### src/rtl/if_stage_pkg.sv
// Shared constants and types for the GeMIPS instruction-fetch stage.
package if_stage_pkg;
    localparam int                XLEN         = 32;
    localparam logic [XLEN-1:0]   RESET_PC_DEF = 32'h8000_0000;
    localparam logic [XLEN-1:0]   NOP_INST     = 32'h0000_0000;
    localparam logic [XLEN-1:0]   INST_BYTES   = 32'd4;
    localparam logic [XLEN-1:0]   WORD_MASK    = 32'h0000_0003;

    // Encoding is {id_valid, hold} so both flags read straight off the state.
    typedef enum logic [1:0] {
        ST_BOOT  = 2'b00,
        ST_RUN   = 2'b10,
        ST_STALL = 2'b11
    } if_state_e;

    typedef struct packed {
        logic advance;
        logic load_hold;
        logic clr_hold;
    } if_ctrl_t;

    function automatic logic [XLEN-1:0] align_word(input logic [XLEN-1:0] a);
        return a & ~WORD_MASK;
    endfunction
endpackage

### src/rtl/if_hold_buf.sv
// One-entry instruction buffer that keeps the decode word steady across a stall.
module if_hold_buf
    import if_stage_pkg::*;
#(
    parameter int W = XLEN
) (
    input  logic         clk,
    input  logic         rst,
    input  logic         load_i,
    input  logic         clear_i,
    input  logic [W-1:0] data_i,
    output logic [W-1:0] data_o
);
    logic [W-1:0] data_q, data_d;

    always_comb begin
        data_d = data_q;
        if (load_i)       data_d = data_i;
        else if (clear_i) data_d = '0;
    end

    always_ff @(posedge clk) begin
        if (rst) data_q <= '0;
        else     data_q <= data_d;
    end

    assign data_o = data_q;
endmodule

### src/rtl/if_stage.sv
// Instruction fetch: owns the PC, drives the sync instruction RAM, feeds decode
// with a delay-slot-preserving redirect and a one-entry stall buffer.
module if_stage
    import if_stage_pkg::*;
#(
    parameter logic [XLEN-1:0] RESET_PC = RESET_PC_DEF
) (
    input  logic            clk,
    input  logic            rst,
    input  logic            stall_i,
    input  logic            branch_flag_i,
    input  logic [XLEN-1:0] target_address_i,
    output logic            inst_ram_en_o,
    output logic [XLEN-1:0] inst_ram_addr_o,
    input  logic [XLEN-1:0] inst_ram_rdata_i,
    output logic [XLEN-1:0] id_pc_o,
    output logic [XLEN-1:0] id_inst_o,
    output logic            id_valid_o
);
    if_state_e       state_q, state_d;
    if_ctrl_t        ctrl;
    logic [XLEN-1:0] pc_q, pc_d;
    logic [XLEN-1:0] id_pc_q;
    logic [XLEN-1:0] hold_inst_q;
    logic            en_q;
    logic            id_valid_q, hold_q;

    assign id_valid_q = (state_q != ST_BOOT);
    assign hold_q     = (state_q == ST_STALL);

    always_ff @(posedge clk) begin
        if (rst) state_q <= ST_BOOT;
        else     state_q <= state_d;
    end

    // BOOT waits for the RAM enable so the first decoded word is really read.
    always_comb begin
        state_d = state_q;
        case (state_q)
            ST_BOOT:  if (en_q && !stall_i) state_d = ST_RUN;
            ST_RUN:   if (stall_i)          state_d = ST_STALL;
            ST_STALL: if (!stall_i)         state_d = ST_RUN;
            default:                        state_d = ST_BOOT;
        endcase
    end

    always_comb begin
        ctrl           = '0;
        ctrl.advance   = en_q && !stall_i;
        ctrl.load_hold = (state_q == ST_RUN) && stall_i;
        ctrl.clr_hold  = !stall_i;
    end

    always_comb begin
        pc_d = pc_q + INST_BYTES;
        if (branch_flag_i) pc_d = align_word(target_address_i);
    end

    always_ff @(posedge clk) begin
        if (rst) begin
            pc_q    <= RESET_PC;
            id_pc_q <= '0;
            en_q    <= 1'b0;
        end else begin
            en_q <= 1'b1;
            if (ctrl.advance) begin
                pc_q    <= pc_d;
                id_pc_q <= pc_q;
            end
        end
    end

    if_hold_buf #(.W(XLEN)) u_hold (
        .clk     (clk),
        .rst     (rst),
        .load_i  (ctrl.load_hold),
        .clear_i (ctrl.clr_hold),
        .data_i  (inst_ram_rdata_i),
        .data_o  (hold_inst_q)
    );

    always_comb begin
        id_inst_o = inst_ram_rdata_i;
        if (!id_valid_q)  id_inst_o = NOP_INST;
        else if (hold_q)  id_inst_o = hold_inst_q;
    end

    assign inst_ram_en_o   = en_q;
    assign inst_ram_addr_o = pc_q;
    assign id_pc_o         = id_pc_q;
    assign id_valid_o      = id_valid_q;
endmodule
### config.mk
export PLATFORM = sky130hd
export DESIGN_NAME = if_stage
export DESIGN_NICKNAME = d
export VERILOG_FILES = /design/src/rtl/if_stage_pkg.sv /design/src/rtl/if_hold_buf.sv /design/src/rtl/if_stage.sv
export SDC_FILE = /design/constraint.sdc
export NUM_CORES = 1
export LEC_CHECK = 0
export CAP_MARGIN = 20
export CORE_ASPECT_RATIO = 1.4
export CORE_MARGIN = 2
export CORE_UTILIZATION = 50
export DETAILED_ROUTE_END_ITERATION = 12
export PLACE_DENSITY = 0.95
export SETUP_SLACK_MARGIN = 0.05
export SLEW_MARGIN = 20
export SYNTH_ARGS = -nofsm -noshare
export SYNTH_HDL_FRONTEND = slang
export SYNTH_SLANG_ARGS = --single-unit
export TNS_END_PERCENT = 10
### constraint.sdc
create_clock -name clk -period 5.8 [get_ports clk]
set_clock_uncertainty 0.05 [all_clocks]
set_input_delay 0.87 -clock clk [delete_from_list [all_inputs] [get_ports clk]]
set_output_delay 0.87 -clock clk [all_outputs]
set_load 0.03 [all_outputs]
# [Yosys cells after proc, flatten, opt, wreduce, memory -nomap -nowiden]
# Index checks and enable logic that the tools add are counted.
[op_classes] add_sub_neg=1 n_eq_ne=6 muxes=10 reduce_logical=6
[ops] operator="$mux 32" n=5
[ops] operator="$add 32x3->32 const B" n=1
[ops] operator="$mux 2" n=3
[ops] operator="$ne 2x2->1 const B" n=3
[ops] operator="$pmux 2 s3" n=1
[ops] operator="$eq 2x2->1 const B" n=2
[ops] operator="$reduce_and 3->1" n=1
[ops] operator="$logic_and 1x1->1" n=2
[ops] operator="$logic_not 2->1" n=1
[ops] operator="$ne 2x1->1 const B" n=1
[ops] operator="$reduce_bool 2->1" n=1
[ops] operator="$logic_not 1->1" n=1
[ops] operator="$mux 1" n=1
[totals] ff_bits=99 input_bits=68 output_inout_bits=98 wordCells=28

# [Depth between registers and ports, before layout]
[depth] depth_word=4 ltp_mapped=7 depth_no_buf=6

# [By module]
# A second synthesis with hierarchy kept.
[unflattened] cells_unflattened=644 area_unflattened_um2=5306.3
[modules_own_cells] mod="if_stage" n_inst=1 cells_per_inst=500 area_per_inst_um2=3817.4 seq_area_each_um2=1261.2
[modules_own_cells] mod="if_hold_buf" n_inst=1 cells_per_inst=144 area_per_inst_um2=1488.9 seq_area_each_um2=640.6

# [Worst setup path after synthesis]
# No wires, ideal clock.
[synth_path] kind="register to output" startpoint="register state_q[0]" endpoint="output port id_inst_o[10]" t_arrival_ns=1.536 t_required_ns=4.880 setup_slack_ns=3.344 path_stages_with_launch=5 n_path_buf=2 cell_sequence="dfxtp_1 clkbuf_1 buf_1 mux2_2 a22o_1"
[synth_via] elab_chain_len=3 word_cells_on_any_way=4 classes_between="1 x eq/ne; 2 x mux; 1 x reduce/logical"
[synth_rtl] element="start: declaration" line="if_stage.sv:20" source="if_state_e state_q, state_d;"
[synth_rtl] element="start signal: assignment" line="if_stage.sv:33" source="else state_q <= state_d;"
[synth_rtl] element="$eq 2x2->1" line="if_stage.sv:29" source="assign hold_q = (state_q == ST_STALL);"
[synth_rtl] element="$mux 32" line="if_stage.sv:85" source="else if (hold_q) id_inst_o = hold_inst_q;"
[synth_rtl] element="$mux 32 *" line="if_stage.sv:84" source="if (!id_valid_q) id_inst_o = NOP_INST;"
[synth_rtl] element="end: declaration" line="if_stage.sv:17" source="output logic [XLEN-1:0] id_inst_o,"
# Every way passes the cells marked *; elsewhere a longest branch is shown, timed or not.

# [Worst setup path after layout]
[layout_path] startpoint="register state_q[0]" endpoint="output port id_inst_o[1]"
# Same word-level chain as after synthesis.

==> out/qor.txt <==
worst-path fanout max -> 35
fin. max-slew vios -> 0
Post-CTS Setup Bufs -> 0
dominant synthesized flop cell -> dfxtp_1
Core ar. -> 0.009512 mm²
Initial Utilization -> 0.5150
clock tree buffer depth -> 2
number of synthesized flops with an enable pin -> 0
die area -> 0.01062 mm²
Yosys Warn Count -> 0
Nets -> 796
area leader, netlist -> dfxtp_1
Routed WL -> 14.98 mm
First-pass DRT Iterations -> 5
post-synth top area share -> 0.3883
final worst path period share -> 0.6538
CTS Buf Count -> 9
pre-CTS WS -> 2.157 ns
WL/cell -> 17.33 µm
Worst Hold Slack -> 0.4042 ns
GR Layer Usage met1 -> 0.3302
Setup Total Neg Slack -> 0 ns
Rel. slew slack -> 0.3323
Synth async-reset ratio -> 0
top achievable clock speed -> 0.2637 GHz
GRT busiest layer -> met2
first-pass GRT wire length -> 24.01 mm
DR vias/cell -> 6.060
Final Wtd Congestion -> 0.8330
worst setup margin -> 2.008 ns
endpoints failing setup -> 0
Final Cell Area -> 0.006789 mm²
IO Pins -> 166
Crit Path Class -> reg2out
Cells on Worst Hold Path -> 2
Power Density -> 235.5 mW/mm²
Worst-Margin Slew -> 1.002 ns
Vias -> 5,236
initial DRC count -> 460
CP arrival -> 2.87 ns
global routing usage on met3 -> 0.06395
Row Count -> 42
CTS clk-pin slew, worst paths -> 0.06 ns
Final Critical Period -> 3.792 ns
leading post-synthesis cells by cell area -> dfxtp_1, mux2_2, nand2_1
DRC errors left -> 0
All-Layer GR Usage -> 0.2809
largest net degree at the start of global routing -> 96
antenna-violating nets left -> 0
worst r2r path cells -> 5
Seq cells post-synth -> 95
Die Wd -> 87.65 µm
CP Capture Type -> output port
Pleak -> 2.332 nW
Antenna Cells -> 0
Port Buffers -> 159
clock latency on the worst-skew pair -> 0.34 ns
Max Cap Viol -> 0
CP required -> 4.88 ns
Clock Sinks -> 95
Syn Inst Count -> 604
status -> complete, no violations
commonest cells after routing, fill and taps aside -> clkdlybuf4s50_1, dfxtp_1, nand2_1, nor2_1, a21oi_1
hold_buf cts -> 0
CP Launch Type -> register
post-synthesis sequential area ratio -> 0.3883
overall power -> 1.599 mW
synthesized area -> 0.004898 mm²
height of the die -> 121.1 µm
routing usage on met2 -> 0.4896
share of cells above drive strength 1 -> 0.09699
CTS tree -> yes
dpl cell area -> 0.006480 mm²
Clk Tree Root Cell -> clkbuf_16
area growth from synthesis to layout -> 38.60%
GRT overflow -> 0
Hold Path Class -> reg2reg
post-synthesis cell type count -> 53
post_cts resized -> 0
Mapped Avg Cell Area -> 8.110 µm²
vias in the first global route -> 4,956
RSZ-0062 raised after global routing -> false
most common cell after layout, fill and taps aside -> clkdlybuf4s50_1
Peak supply drop -> 0.0001581 V
final hold viol count -> 0
initial antenna violation count -> 0
H-tree depth -> 3
Post-DP HPWL -> 10.06 mm
worst max-delay path: stages, from the launching register on:
cell and delay, ns:
dfxtp_1 0.31, buf_4 0.41, inv_1 0.20, nor2_4 0.64
a22o_1 0.27, clkdlybuf4s50_1 0.70
cell families (layout without fill, tap and decap cells):
kind of cell    after synthesis  count (layout)  share of synthesized area
compound gates              182             182                     0.2513
fa+ha+maj                     1               1                   0.002554
buf+inv                      62             187                    0.05747
flops                        95              95                     0.3882
mux                          38              38                    0.08634
other cells                   1               4                  0.0007655
simple gates                225             225                     0.2133
Yosys cell counts, types with 2 or more instances:
cell type  number
o32ai_1         2
and3_1         12
o41ai_1         2
clkbuf_1       43
a211oi_1        5
nand3_1        18
o22ai_1         4
a21o_1          2
and2_1          2
o211ai_1        3
a221oi_1        2
a21oi_1        52
nor3_1         11
buf_6           3
a22oi_1        40
nor4_1          4
buf_4           4
buf_1           5
dfxtp_1        95
mux2_2         34
inv_1           5
o21ai_0        18
a22o_1         33
nand4_1         8
or4_1           2
mux2i_1         4
or3_1           2
o31ai_1         6
nand2_1        94
nor2_1         57
a31oi_1         8
and4_1          3
per-stage QoR:
| step | util | instances |
|---|---|---|
| 2_1_floorplan | - | 607 |
| 4_1_cts | 0.7138 | 864 |
| 3_5_place_dp | 0.6813 | 848 |
| 3_3_place_gp | 0.6802 | 848 |
| 6_report | 0.7138 | 864 |
| 5_1_grt | 0.7138 | 864 |
layer usage:
layer,share of wire,up-vias
met1,0.37,2472
met5,0,-
li1,-,2458
met4,0.024,0
met2,0.52,272
met3,0.086,34
power breakdown:
| group | internal, mW | switching, mW | total (mW) |
|---|---|---|---|
| clock network | 0.347 | 0.256 | 0.603 |
| registers | 0.672 | 0.0251 | 0.697 |
| logic | 0.134 | 0.164 | 0.299 |
| total | 1.15 | 0.446 | 1.60 |
worst paths after layout:
kind / startpoint / end / slack (ns)
min reg2reg: id_pc_o[26] / id_pc_o[26] / 0.40
max: state_q[0] / id_inst_o[1] / 2.01
min: id_pc_o[26] / id_pc_o[26] / 0.40
max reg2reg: inst_ram_addr_o[7] / inst_ram_addr_o[23] / 3.39
sequential cells by signal, summed over array words and instances (netlist names):
signal and flops:
u_hold.data_o 32, id_pc_o 30, inst_ram_addr_o 30, state_q 2, inst_ram_en_o 1
layout make-up:
type / instances / area, µm²
Tap cell: 132 / 165.2
Timing Repair Buffer: 166 / 1639
Inverter: 5 / 18.77
Fill cell: 726 / 2723
Multi-Input combinational cell: 450 / 2755
Clock buffer: 10 / 239.0
Sequential cell: 95 / 1902
Clock inverter: 6 / 70.07
(Power assumes the default switching activity.)
